--- config.mk ---
export PLATFORM = sky130hd
export DESIGN_NAME = bist_misr_ora
export DESIGN_NICKNAME = d
export VERILOG_FILES = /design/src/rtl/bist_pkg.sv /design/src/rtl/bist_misr.sv /design/src/rtl/bist_misr_ora.sv
export SDC_FILE = /design/constraint.sdc
export NUM_CORES = 1
export LEC_CHECK = 0
export BUFFER_PORTS_ARGS = -buffer_cell sky130_fd_sc_hd__buf_2
export CORE_MARGIN = 2
export CORE_UTILIZATION = 54
export CTS_CLUSTER_DIAMETER = 200
export DETAILED_ROUTE_END_ITERATION = 8
export GPL_ROUTABILITY_DRIVEN = 0
export PLACE_DENSITY = 0.92
export SLEW_MARGIN = 10
export SYNTH_ARGS = -nofsm -noshare
export SYNTH_HDL_FRONTEND = slang
export SYNTH_SLANG_ARGS = --single-unit
--- constraint.sdc ---
create_clock -name clk -period 3.3 [get_ports clk]
set_clock_uncertainty 0.1 [all_clocks]
set_input_delay 0 -clock clk [delete_from_list [all_inputs] [get_ports clk]]
set_output_delay 0 -clock clk [all_outputs]
set_load 0.01 [all_outputs]
--- src/rtl/bist_pkg.sv ---
// Shared BIST definitions: ORA state encoding, default MISR constants matching the
// pattern-generator stage, and the MISR step function.
package bist_pkg;

  typedef enum logic [1:0] {
    IDLE = 2'd0,
    RUN  = 2'd1,
    DONE = 2'd2
  } ora_state_t;

  localparam int         BIST_WIDTH  = 4;
  localparam int         MISR_MAX_W  = 32;
  localparam logic [3:0] BIST_POLY   = 4'b0011;  // x^4+x+1, x^4 term implied
  localparam logic [3:0] BIST_SEED   = 4'h0;
  localparam logic [3:0] BIST_GOLDEN = 4'h0;

  // One MISR step on the low w bits: shift left, fold the MSB back through poly, xor in resp.
  function automatic logic [MISR_MAX_W-1:0] misr_next(
    input logic [MISR_MAX_W-1:0] sig,
    input logic [MISR_MAX_W-1:0] poly,
    input logic [MISR_MAX_W-1:0] resp,
    input int                    w
  );
    logic [MISR_MAX_W-1:0] mask;
    logic                  msb;
    mask = ~({MISR_MAX_W{1'b1}} << w);
    msb  = |(sig & (MISR_MAX_W'(1) << (w - 1)));
    return ((sig << 1) ^ (msb ? poly : '0) ^ resp) & mask;
  endfunction

endpackage

--- src/rtl/bist_misr.sv ---
// MISR signature register: synchronous load of SEED, compaction step when enabled.
// o_next exposes the would-be next signature so the caller can judge the final step.
module bist_misr
  import bist_pkg::*;
#(
  parameter int               WIDTH = BIST_WIDTH,
  parameter logic [WIDTH-1:0] POLY  = BIST_POLY,
  parameter logic [WIDTH-1:0] SEED  = BIST_SEED
) (
  input  logic             clk,
  input  logic             rst_n,
  input  logic             i_load,
  input  logic             i_en,
  input  logic [WIDTH-1:0] i_data,
  output logic [WIDTH-1:0] o_sig,
  output logic [WIDTH-1:0] o_next
);

  logic [WIDTH-1:0]      r_sig;
  logic [MISR_MAX_W-1:0] w_next_full;

  assign w_next_full = misr_next(MISR_MAX_W'(r_sig), MISR_MAX_W'(POLY),
                                 MISR_MAX_W'(i_data), WIDTH);
  assign o_next = w_next_full[WIDTH-1:0];
  assign o_sig  = r_sig;

  always_ff @(posedge clk or negedge rst_n) begin
    if (!rst_n)      r_sig <= SEED;
    else if (i_load) r_sig <= SEED;
    else if (i_en)   r_sig <= o_next;
  end

endmodule

--- src/rtl/bist_misr_ora.sv ---
// BIST output response analyser: compacts PATTERNS CUT responses into a MISR and compares
// against GOLDEN. Optional X-masking input resp_mask when BIST_ORA_MASK_EN is defined.
module bist_misr_ora
  import bist_pkg::*;
#(
  parameter int               WIDTH    = BIST_WIDTH,
  parameter int               PATTERNS = 16,
  parameter logic [WIDTH-1:0] POLY     = BIST_POLY,
  parameter logic [WIDTH-1:0] SEED     = BIST_SEED,
  parameter logic [WIDTH-1:0] GOLDEN   = BIST_GOLDEN,
  localparam int              CW       = $clog2(PATTERNS + 1)
) (
  input  logic             clk,
  input  logic             rst_n,
  input  logic             start,
  input  logic             resp_valid,
  input  logic [WIDTH-1:0] resp_i,
`ifdef BIST_ORA_MASK_EN
  input  logic [WIDTH-1:0] resp_mask,
`endif
  output logic             busy,
  output logic             done,
  output logic             pass,
  output logic [WIDTH-1:0] signature,
  output logic [CW-1:0]    pat_cnt
);

  ora_state_t       r_state;
  logic [CW-1:0]    r_cnt;
  logic             r_busy, r_done, r_pass;
  logic [WIDTH-1:0] w_data, w_sig_next;
  logic             w_start, w_step, w_last;

`ifdef BIST_ORA_MASK_EN
  assign w_data = resp_i & ~resp_mask;
`else
  assign w_data = resp_i;
`endif

  // start is only honoured outside RUN; a response in the start cycle is dropped
  assign w_start = start && (r_state != RUN);
  assign w_step  = resp_valid && (r_state == RUN);
  assign w_last  = w_step && (r_cnt == CW'(PATTERNS - 1));

  bist_misr #(.WIDTH(WIDTH), .POLY(POLY), .SEED(SEED)) u_misr (
    .clk    (clk),
    .rst_n  (rst_n),
    .i_load (w_start),
    .i_en   (w_step),
    .i_data (w_data),
    .o_sig  (signature),
    .o_next (w_sig_next)
  );

  always_ff @(posedge clk or negedge rst_n) begin
    if (!rst_n) begin
      r_state <= IDLE;
      r_cnt   <= '0;
      r_busy  <= 1'b0;
      r_done  <= 1'b0;
      r_pass  <= 1'b0;
    end else begin
      case (r_state)
        IDLE, DONE: begin
          if (w_start) begin
            r_state <= RUN;
            r_cnt   <= '0;
            r_busy  <= 1'b1;
            r_done  <= 1'b0;
            r_pass  <= 1'b0;
          end
        end
        RUN: begin
          if (w_step && r_cnt != CW'(PATTERNS)) r_cnt <= r_cnt + 1'b1;
          if (w_last) begin
            r_state <= DONE;
            r_busy  <= 1'b0;
            r_done  <= 1'b1;
            r_pass  <= (w_sig_next == GOLDEN);
          end
        end
        default: begin
          r_state <= IDLE;
          r_busy  <= 1'b0;
          r_done  <= 1'b0;
        end
      endcase
    end
  end

  assign busy    = r_busy;
  assign done    = r_done;
  assign pass    = r_pass;
  assign pat_cnt = r_cnt;

endmodule

# --- Yosys cells after proc, flatten, opt, wreduce, memory -nomap -nowiden ---
# Cells that the tools add are included.
op_classes:
  n_addsub: 1
  eq_ne: 8
  n_mux: 17
  bitwise: 2
  reduce_logical: 12
op_table:
  columns: ["operator", "count"]
  rows:
  - ["$mux 5", 2]
  - ["$pmux 5 s2", 1]
  - ["$mux 4", 2]
  - ["$xor 4x4->4", 2]
  - ["$mux 2", 3]
  - ["$ne 2x1->1 const B", 3]
  - ["$pmux 1 s2", 3]
  - ["$reduce_and 3->1", 2]
  - ["$add 5x1->5 const B", 1]
  - ["$eq 5x4->1 const B", 1]
  - ["$mux 1", 5]
  - ["$ne 5x5->1 const B", 1]
  - ["$logic_and 1x1->1", 4]
  - ["$logic_not 4->1", 1]
  - ["$pmux 2 s2", 1]
  - ["$reduce_bool 2->1", 2]
  - ["$eq 2x1->1 const B", 1]
  - ["$eq 2x2->1 const B", 1]
  - ["$logic_not 2->1", 1]
  - ["$ne 2x2->1 const B", 1]
  - ["$reduce_and 2->1", 1]
  - ["$reduce_or 2->1", 1]
word_totals:
  regBits: 14
  inputBits: 8
  out_inout_bits: 12
  elab_cells: 46

# --- Longest topological paths before layout ---
# Gate-level depths: netlist of run 1.
depth:
  word_depth: 6
  ltp_mapped: 6
  ltp_nobuf: 6

# --- Hierarchy ---
# From an unflattened synthesis of run 1, not the netlist that was laid out.
hier_totals:
  cells_unflattened: 68
  area_unflattened_um2: 730.7
by_module_without_submodules:
  columns: ["mod", "n_inst", "cells_per_inst", "area_each_um2", "seq_area_each_um2"]
  rows:
  - ["bist_misr_ora", 1, 51, 519.2, 225.2]
  - ["bist_misr", 1, 17, 211.5, 100.1]

# --- Worst setup path after synthesis of run 1 ---
# No wires, ideal clock.
synth_path:
  path_type: "reg2reg"
  from: "register r_cnt[0] (netlist: pat_cnt[0])"
  to: "register r_pass (netlist: pass)"
  setup_ns: 0.067
  arrival_time_ns: 1.481
  required_ns: 3.133
  slack_ns: 1.652
  path_stages_with_launch: 7
  path_buffers: 0
  period_less_slack_ns: 1.648
  path_cell_list: "dfrtp_1 ha_1 and3_1 ha_1 nand4b_1 nor4_1 a32o_1"
synth_between:
  elab_chain_len: 4
synth_lines:
  columns: ["item", "line", "rtl"]
  rows:
  - ["start: declaration", "bist_misr_ora.sv:29", "logic [CW-1:0] r_cnt;"]
  - ["start signal: assignment", "bist_misr_ora.sv:74", "if (w_step && r_cnt != CW'(PATTERNS)) r_cnt <= r_cnt + 1'b1;"]
  - ["$eq 5x4->1", "bist_misr_ora.sv:43", "assign w_last = w_step && (r_cnt == CW'(PATTERNS - 1));"]
  - ["$logic_and 1x1->1", "bist_misr_ora.sv:43", null]
  - ["$ne 2x2->1 (no line)", null, null]
  - ["$reduce_and 3->1 (no line)", null, null]
  - ["end signal: assignment", "bist_misr_ora.sv:79", "r_pass <= (w_sig_next == GOLDEN);"]
  - ["end: declaration", "bist_misr_ora.sv:30", "logic r_busy, r_done, r_pass;"]
# No other way between the ends.
# A chain may end at the register's enable or synchronous reset.

# --- Worst setup path in the final report of run 1 ---
# Ends and elaborated chain as after synthesis.

==> impl_metrics.py, run 1 <==
metrics = {
    "layout": {
        "final_area_um2": 927,
        "layout_common_cells": "19 x buf_2, 14 x dfrtp_1, 5 x inv_1, 5 x o21ai_0",
        "final-instance-count-excl-fill": 111,
        "drive_gt1_frac": 0.250,
        "antenna_cells": 0,
        "layout_commonest_cell": "buf_2",
        "final_nets": 109,
        "syn2layout_area_growth_pct": 18.0,
    },
    "sta": {
        "finalHoldViolCount": 0,
        "setup_viol": 0,
        "fmaxAchievable_mhz": 563,
        "rsz0062_at_grt": "false",
        "hold_ws_ps": 14.4,
        "finalCritPeriodShare": 0.538,
        "finalSetupTns_ps": 0,
        "finalCriticalPeriod_ps": 1780,
        "slew_headroom": 0.775,
        "worst_slew_pin_slew_ps": 338,
        "finalMaxSlewViolations": 0,
    },
    "setup_path": {
        "cp.required_ps": 3420,
        "path_max_fanout": 6,
        "path_common_cell": "ha_1",
        "reg2reg_depth": 6,
        "crit_end": "pass$_DFFE_PN0P_",
        "r2r-start": "pat_cnt[0]$_DFFE_PN0P_",
        "r2r_slack_ps": 1520,
        "slowest_stage": "dfrtp_1",
        "crit_chain": "ha_1, and3_1, ha_1, nand4b_1, nor4_1, a32o_1",
        "crit_arrival_ps": 1890,
        "rr_endpoint": "pass$_DFFE_PN0P_",
        "endpoint_kind": "flip-flop",
        "max_stage_delay_ps": 430,
        "cp-start-kind": "flip-flop",
        "startpoint": "pat_cnt[0]$_DFFE_PN0P_",
        "worst-setup-path-type": "flip-flop to flip-flop",
    },
    "cts": {
        "cts_buffers": 3,
        "ctsResizeCount": 0,
        "clock_sinks": 14,
        "clk_path_buf_depth": 2,
        "cts_tree": "yes",
        "clk_pin_slew_ps": 80,
        "htree_levels": 1,
        "cts_root_buffer": "clkbuf_4",
        "clock_insertion_delay_worst_skew_ps": 280,
        "cts_setup_buffers": 0,
    },
    "synth": {
        "ys_ff_latch": 14,
        "synth-main-ff-cell": "dfrtp_1",
        "syn_inst": 74,
        "yosys_warnings": 0,
        "yosysUniqueCellTypes": 33,
        "syn-cell-area_um2": 786,
        "syn_nets": 85,
        "synth_edf_count": 0,
        "syn_area_per_cell_um2": 10.6,
        "async_flop_share": 1.00,
        "ys_seq_area_frac": 0.446,
    },
    "drt": {
        "first_pass_iters": 4,
        "drc": 0,
        "wl_mm": 1.61,
        "detail_route.wl_per_cell_um": 14.5,
        "via_per_inst": 5.89,
        "drtIter0Drc": 16,
        "num_vias": 654,
        "ant_nets": 0,
    },
    "placement": {
        "dp_cells": 106,
        "portBuffers": 19,
        "post_dp_cell_area_um2": 885,
        "place_hpwl_mm": 1.21,
    },
    "min_path": {
        "hold_path_class": "input pin to flip-flop",
    },
    "pwr": {
        "p_leak_nw": 0.457,
        "p_seq_frac": 0.431,
        "peakVddDrop_v": 0.000578,
        "p_sw_uw": 305,
        "p_total_uw": 741,
        "p_int_uw": 436,
        "swShare": 0.411,
        "power_density_mw_per_mm2": 799,
        "pwr-share-clk": 0.128,
        "combPwrFrac": 0.442,
    },
    "global_routing": {
        "antenna_found_initial": 0,
        "grt_pass1_wl_mm": 2.73,
        "overflow": 0,
        "grt_max_degree": 15,
        "grt_use_total": 0.201,
        "grt_pass1_vias": 602,
    },
    "floorplan": {
        "die-area_mm2": 0.00178,
        "ios": 20,
        "start_util": 0.589,
        "core.rowCount": 13,
        "core-area_mm2": 0.00133,
        "die_x_um": 42.1,
        "die_y_um": 42.1,
    },
    "run": {
        "cap_viol_max_count": 0,
    },
    "run_status": {
        "outcome": "complete, no violations",
    },
}
-- cells in the mapped netlist (2+ instances only) --
master    instances  area (um2)
dfrtp_1          14         350
o21ai_0           5        25.0
a22o_1            2        17.5
inv_1             5        18.8
nor2_1            4        15.0
nand2_1           2        7.51
a21oi_1           3        15.0
xor2_1            4        35.0
mux2i_1           4        40.0
ha_1              3        37.5
nand3b_1          2        15.0
buf_4             2        15.0
nand2b_1          4        25.0
-- power groups by stage --
stage | clock network [mW] | logic [mW] | registers (mW)
4_1_cts | 0.0937 | 0.329 | 0.316
2_1_floorplan | 0 | 0.202 | 0.329
6_report | 0.0945 | 0.327 | 0.319
3_3_place_gp | 0 | 0.314 | 0.314
3_5_place_dp | 0 | 0.326 | 0.319
5_1_grt | 0.100 | 0.367 | 0.330
-- per-layer routing --
layer / vias to the layer above / share of wire / routed length, um / GRT usage
li1: 314 / - / - / -
met3: 7 / 0.045 / 72 / 0.0302
met4: 0 / 0.028 / 45 / 0.100
met5: - / 0 / 0 / 0
met2: 25 / 0.47 / 762 / 0.313
met1: 308 / 0.45 / 732 / 0.272
-- per-stage QoR --
step                      setup WS (ps)   util
final                              1520  0.695
after global routing               1400  0.695
after CTS                          1560  0.695
after detailed placement           1600  0.663
after global placement             1650  0.663
after floorplan                    1650      -
-- final cells by class --
class | count | area (um2)
Inverter | 5 | 18.8
Clock buffer | 3 | 22.5
Sequential cell | 14 | 350
Timing Repair Buffer | 21 | 115
Multi-Input combinational cell | 53 | 402
Tap cell | 15 | 18.8
Fill cell | 106 | 407
-- how the worst min path moves through the flow --
| stage | from | end | slack, ps | depth (start not counted) |
|---|---|---|---|---|
| after floorplan | rst_n | busy$_DFFE_PN0P_ | -400 | 0 |
| after global placement | rst_n | r_state[0]$_DFFE_PN0P_ | -190 | 1 |
| after detailed placement | rst_n | r_state[0]$_DFFE_PN0P_ | -190 | 1 |
| after CTS | resp_valid | u_misr.o_sig[1]$_DFFE_PN0P_ | 20 | 3 |
| after global routing | resp_valid | u_misr.o_sig[1]$_DFFE_PN0P_ | 40 | 3 |
| final | resp_valid | u_misr.o_sig[1]$_DFFE_PN0P_ | 10 | 3 |
-- timing repair --
item / in CTS / in global routing
hold buffers: 2 / 0
endpoints found under the hold margin: 16 / 0
endpoints found under the setup margin: 0 / 0
-- critical path: cells and delay by family, from the launching register on --
family | cells | cell delay [ps]
compound gates | 1 | 170
simple gates | 3 | 640
fa+ha+maj | 2 | 370
flops | 1 | 430
-- registers in the layout (all words and copies together), names as in the netlist --
| signal | count |
|---|---|
| pat_cnt | 5 |
| pass | 1 |
| busy | 1 |
| r_state | 2 |
| done | 1 |
| u_misr.o_sig | 4 |
-- logic make-up after synthesis --
logic type	share of synthesized area
compound gates	0.142
simple gates	0.201
buf+inv	0.0430
mux	0.0653
fa+ha+maj	0.0478
flops	0.446
xor+xnor	0.0557
No activity file was read; power rests on OpenSTA's default activity.
==> run 2: changes to the inputs <==
- ABC_AREA: unset -> 1
- CORE_UTILIZATION: 54 -> 46
- PLACE_DENSITY: 0.92 -> 0.84
- clock period: 3.3 -> 1.45 ns (I/O delays scaled with it)
==> run 2 against run 1 <==
Effect of this change: critical path type unchanged; synthesized area rose by 0.96%; largest power group unchanged; highest routed layer unchanged; critical path depth rose by 1; clock power rose to 3.0 times the previous value; routed wire length rose by 8.9%; clock-buffer cell count rose by 1; maximum frequency rose by 27%.
==> impl_metrics.py, run 2 <==
metrics = {
    "synth": {
        "synth_fa_ha_area_frac": 0.0473,
        "syn_nets": 117,
        "yosys.area.top_type_share": 0.442,
        "synth_edf_count": 0,
        "yosysMostFrequentCell": "nand2_1",
        "syn-cell-area_um2": 793,
        "async_flop_share": 1.00,
        "yosys_warnings": 0,
        "yosys.area_share.simple": 0.383,
        "synth_compound_area_frac": 0.0426,
        "synth_area_leader_cell": "dfrtp_1",
        "ys_seq_area_frac": 0.442,
        "muxShareOfSynthArea": 0,
        "synth_xor_area_frac": 0,
        "synth_commonest_cells": "38 x nand2_1, 17 x inv_1, 14 x dfrtp_1, 11 x nand3_1, 9 x nor2_1",
        "synth.area.top_cells": "dfrtp_1 44%, nand2_1 18%, inv_1 8.0%",
        "syn_inst": 106,
        "synth_top_family_by_area": "simple AND/OR/NAND/NOR gates",
        "synth-main-ff-cell": "dfrtp_1",
        "yosysUniqueCellTypes": 17,
        "ys_ff_latch": 14,
        "syn_area_per_cell_um2": 7.48,
    },
    "pwr": {
        "p_sw_uw": 841,
        "power_density_mw_per_mm2": 1810,
        "swShare": 0.427,
        "p_int_mw": 1.13,
        "pwr-share-clk": 0.143,
        "p_seq_frac": 0.344,
        "combPwrFrac": 0.513,
        "peakVddDrop_v": 0.00110,
        "p_leak_nw": 0.604,
    },
    "min_path": {
        "hold_path_class": "input pin to async pin",
    },
    "setup_path": {
        "path_common_cell": "nand2_1",
        "rr_endpoint": "pat_cnt[3]$_DFFE_PN0P_",
        "slowest_stage": "dfrtp_1",
        "path_buf_inv": 1,
        "reg2reg_depth": 7,
        "max_stage_delay_ps": 420,
        "path_max_fanout": 7,
        "crit_chain": "buf_4, nor2_1, nand3_4, nand2_4, nand2_1, nand2_1, nand2_1",
        "r2r_slack_ps": 50,
        "endpoint_kind": "flip-flop",
        "r2r-start": "pat_cnt[2]$_DFFE_PN0P_",
        "cp.required_ps": 1530,
        "startpoint": "pat_cnt[2]$_DFFE_PN0P_",
        "worst-setup-path-type": "flip-flop to flip-flop",
        "crit_arrival_ps": 1480,
        "cp-start-kind": "flip-flop",
        "critical-path-top-delay-family": "simple AND/OR/NAND/NOR gates",
    },
    "run": {
        "cap_viol_max_count": 0,
    },
    "global_routing": {
        "grt_pass1_vias": 734,
        "met1_usage": 0.215,
        "grt_max_degree": 15,
        "met2_usage": 0.355,
        "grt_pass1_wl_mm": 2.87,
        "grt_use_met3": 0.0357,
        "grt-busiest-layer": "met2",
        "overflow": 0,
        "grt_use_total": 0.195,
        "antenna_found_initial": 0,
    },
    "drt": {
        "wl_mm": 1.76,
        "drc": 0,
        "drtIter0Drc": 17,
        "detail_route.wl_per_cell_um": 11.2,
        "first_pass_iters": 4,
        "ant_nets": 0,
        "via_per_inst": 5.10,
        "num_vias": 800,
    },
    "floorplan": {
        "core-area_mm2": 0.00167,
        "die_y_um": 45.5,
        "start_util": 0.475,
        "core.rowCount": 15,
        "ios": 20,
        "die_x_um": 45.5,
        "die-area_mm2": 0.00207,
    },
    "sta": {
        "worst_slew_pin_slew_ps": 313,
        "finalMaxSlewViolations": 0,
        "rsz0062_at_grt": "true",
        "finalCriticalPeriod_ps": 1400,
        "finalHoldViolCount": 0,
        "hold_ws_ps": 44.0,
        "slew_headroom": 0.791,
        "fmaxAchievable_mhz": 714,
        "setup_viol": 0,
        "finalCritPeriodShare": 0.966,
    },
    "layout": {
        "layout_common_cells": "37 x nand2_1, 19 x buf_2, 15 x inv_1",
        "nFillCells": 139,
        "syn2layout_area_growth_pct": 37.4,
        "postLayoutCoreUtil": 0.652,
        "final_nets": 152,
        "antenna_cells": 0,
        "drive_gt1_frac": 0.300,
        "layout_commonest_cell": "nand2_1",
        "largest_reg_flops": 5,
    },
    "cts": {
        "cts_root_buffer": "clkbuf_4",
        "cts_tree": "yes",
        "clk_path_buf_depth": 2,
        "clock_sinks": 14,
        "clock_insertion_delay_worst_skew_ps": 280,
        "clk_pin_slew_ps": 90,
        "htree_levels": 1,
        "cts_buffers": 3,
    },
    "run_status": {
        "outcome": "complete, no violations",
    },
    "placement": {
        "portBuffers": 19,
        "place_hpwl_mm": 1.29,
    },
}
==> run 2: changes by cell type after synthesis, sizes merged, moves of 3 or more <==
cell and change:
o21ai -4, mux2i -4, nand2 +38, nand3 +11, inv +13, nand3b -3, o22ai +3, nor2 +6
xor2 -4, nand2b -4
==> run 2: cell families (layout without fill, tap and decap cells) <==
logic type,after synthesis,in the layout
flops,14,14
buf+inv,18,52
simple gates,65,65
fa+ha+maj,3,3
compound gates,6,6
==> run 2: through the flow <==
step	instances	power (mW)	cell area [um2]	TNS, ps	setup WS [ps]
6_report	157	1.97	1090	0	48.9
5_1_grt	157	2.13	1090	-75.8	-57.1
4_1_cts	156	1.87	1040	-1.03	-1.03
3_5_place_dp	146	1.57	942	0	5.47
3_3_place_gp	146	1.53	942	0	65.5
2_1_floorplan	106	1.22	796	0	26.4
==> run 2: worst max path at each step <==
stage / end / depth (start not counted)
floorplan: pat_cnt[4]$_DFFE_PN0P_ / 6
global placement: pat_cnt[4]$_DFFE_PN0P_ / 6
detailed placement: pass$_DFFE_PN0P_ / 9
CTS: pass$_DFFE_PN0P_ / 9
global route: pass$_DFFE_PN0P_ / 10
finish: pat_cnt[3]$_DFFE_PN0P_ / 7
==> run 2: what timing repair did <==
item,CTS,global route
gates resized for setup,0,11
cloned,0,0
endpoints found under the setup margin,1,6
pin swaps,1,4
endpoints found under the hold margin,21,0
buffers inserted,0,1
hold buffers,6,0
==> run 2: layout make-up <==
class | count | area (um2) | area share
Multi-Input combinational cell | 74 | 415 | 0.381
Sequential cell | 14 | 353 | 0.324
Timing Repair Buffer | 30 | 196 | 0.180
Inverter | 18 | 67.6 | 0.0620
Clock buffer | 4 | 36.3 | 0.0333
Tap cell | 17 | 21.3 | 0.0195
==> run 2: power by group through the flow <==
stage	Combinational (mW)	Clock [mW]	Sequential (mW)
after floorplan	0.469	0	0.753
after global placement	0.877	0	0.651
after detailed placement	0.908	0	0.663
after CTS	0.928	0.283	0.657
after global routing	1.13	0.301	0.697
final	1.01	0.282	0.678
==> run 2: per-layer routing <==
metal | vias up | part of all wire | wire, um
li1 | 398 | - | -
met1 | 368 | 0.42 | 732
met2 | 29 | 0.51 | 892
met3 | 5 | 0.050 | 88
met4 | 0 | 0.024 | 43
met5 | - | 0 | 0
==> run 2: worst register-to-register path, delay by kind of cell, from the launching register on <==
kind	cells	cell delay (ps)
and+or+nand+nor	6	610
DFF	1	420
buffers and inverters	1	160
==> run 3: changes to the inputs <==
- CORE_MARGIN: 2 -> 3
==> run 3 against run 2 <==
Effect of this change: the flow now finishes with violations (setup timing); power up 0.86%; hold slack worse by 19 ps; first-iteration DRC count increased by 24%; sequential power barely moved; global-route usage fell by 2.0 points; final cell count stayed put; via count is 3.5% lower; die area up 9.0%; sequential share of layout area decreased by 0.074 points; largest cell class unchanged; highest routed layer unchanged.
==> impl_metrics.py, run 3 (synthesis results as in run 2) <==
metrics = {
    "cts": {
        "clock_sinks": 14,
        "cts_root_buffer": "clkbuf_4",
        "clk_path_buf_depth": 2,
        "cts_buffers": 3,
        "cts_tree": "yes",
        "clk_pin_slew_ps": 90,
        "htree_levels": 1,
        "clock_insertion_delay_worst_skew_ps": 290,
    },
    "sta": {
        "worst_slack_ps": -71.9,
        "worst_slew_pin_slew_ps": 329,
        "finalMaxSlewViolations": 0,
        "finalCriticalPeriod_ps": 1520,
        "slew_headroom": 0.781,
        "setup_viol": 2,
        "fmaxAchievable_mhz": 657,
        "finalCritPeriodShare": 1.05,
        "finalSetupTns_ps": -75.2,
        "rsz0062_at_grt": "true",
        "finalHoldViolCount": 0,
    },
    "setup_path": {
        "crit_arrival_ps": 1650,
        "cp.required_ps": 1580,
        "cp-start-kind": "flip-flop",
        "worst-setup-path-type": "flip-flop to flip-flop",
        "endpoint_kind": "flip-flop",
        "path_max_fanout": 2,
    },
    "run": {
        "cap_viol_max_count": 0,
    },
    "layout": {
        "largest_reg_flops": 5,
        "drive_gt1_frac": 0.312,
        "layout_common_cells": "36 x nand2_1, 19 x buf_2, 16 x inv_1",
        "syn2layout_area_growth_pct": 37.7,
        "layout_commonest_cell": "nand2_1",
        "antenna_cells": 0,
        "postLayoutCoreUtil": 0.701,
        "final_nets": 153,
    },
    "pwr": {
        "p_leak_nw": 0.605,
        "power_density_mw_per_mm2": 1820,
        "peakVddDrop_v": 0.00100,
    },
    "floorplan": {
        "die_y_um": 47.5,
        "core.rowCount": 14,
        "start_util": 0.509,
        "die-area_mm2": 0.00226,
        "core-area_mm2": 0.00156,
        "ios": 20,
        "die_x_um": 47.5,
    },
    "global_routing": {
        "grt_max_degree": 15,
        "overflow": 0,
        "antenna_found_initial": 0,
        "grt_pass1_wl_mm": 2.74,
        "grt_pass1_vias": 673,
        "grt_use_total": 0.175,
    },
    "drt": {
        "drc": 0,
        "drtIter0Drc": 21,
        "first_pass_iters": 5,
        "ant_nets": 0,
        "wl_mm": 1.91,
        "num_vias": 772,
        "detail_route.wl_per_cell_um": 12.2,
        "via_per_inst": 4.92,
    },
    "placement": {
        "portBuffers": 19,
        "place_hpwl_mm": 1.30,
    },
    "run_status": {
        "violations": "setup timing",
        "outcome": "finished with violations",
    },
    "min_path": {
        "hold_path_class": "input pin to async pin",
    },
}
-- run 3: changes by cell type in the layout (fill, tap and decap cells not counted), sizes merged --
cell,change
buf,+1
-- run 3: layout make-up --
class,instances,area [um2]
fill,125,467
multi-input combinational,74,415
sequential,14,353
timing repair buffer,31,200
inverter,18,67.6
clock buffer,4,36.3
tap,16,20.0
-- run 3: critical path: stages, from the launching register on --
cell     delay, ps
dfrtp_2        410
ha_4           150
nand2_2         60
nor2_2         110
ha_2           190
nand2_2         80
nor2_4         120
nand2_1         50
nor2_1          90
nand2_1         60
nand2_1         50
-- run 3: stage by stage --
stage                     instance area (um2)  std cells  total power [mW]  hold WS [ps]  setup WS, ps
final                                    1090        157              1.99          25.3         -71.9
after detailed placement                  941        145              1.57          -184         -3.89
after floorplan                           796        106              1.22          -396          26.4
after CTS                                1040        155              1.88          19.3          7.81
after global routing                     1090        157              2.13          39.1          -161
after global placement                    941        145              1.53          -192          30.3
-- run 3: repair_timing --
| action | in CTS | in global routing |
|---|---|---|
| buffers inserted | 0 | 2 |
| hold buffers | 6 | 0 |
| gates resized for setup | 2 | 9 |
| pin swaps | 1 | 9 |
| endpoints found under the hold margin | 22 | 0 |
| setup endpoints to repair | 1 | 7 |
-- run 3: final timing paths --
kind	start	end	slack [ps]	cells past startpoint
worst max-delay path	pat_cnt[0]$_DFFE_PN0P_	pass$_DFFE_PN0P_	-70	10
worst min-delay path	rst_n	u_misr.o_sig[0]$_DFFE_PN0P_	30	2
worst max register to register	pat_cnt[0]$_DFFE_PN0P_	pass$_DFFE_PN0P_	-70	10
worst min register to register	r_state[1]$_DFFE_PN0P_	r_state[1]$_DFFE_PN0P_	390	2
max in group asynchronous	rst_n	pat_cnt[0]$_DFFE_PN0P_	960	2
min in group clk	resp_i[1]	u_misr.o_sig[1]$_DFFE_PN0P_	40	6
-- run 3: layer usage --
layer	wire length, um	global-route usage	up-vias
met4	27	0.0939	0
met2	910	0.270	32
met1	873	0.227	333
met3	103	0.0376	6
met5	0	0	-
li1	-	-	401
-- run 3: power breakdown --
part / total [mW] / internal (mW) / switching (mW)
clock: 0.290 / 0.153 / 0.137
combinational: 1.02 / 0.421 / 0.600
sequential: 0.676 / 0.544 / 0.132
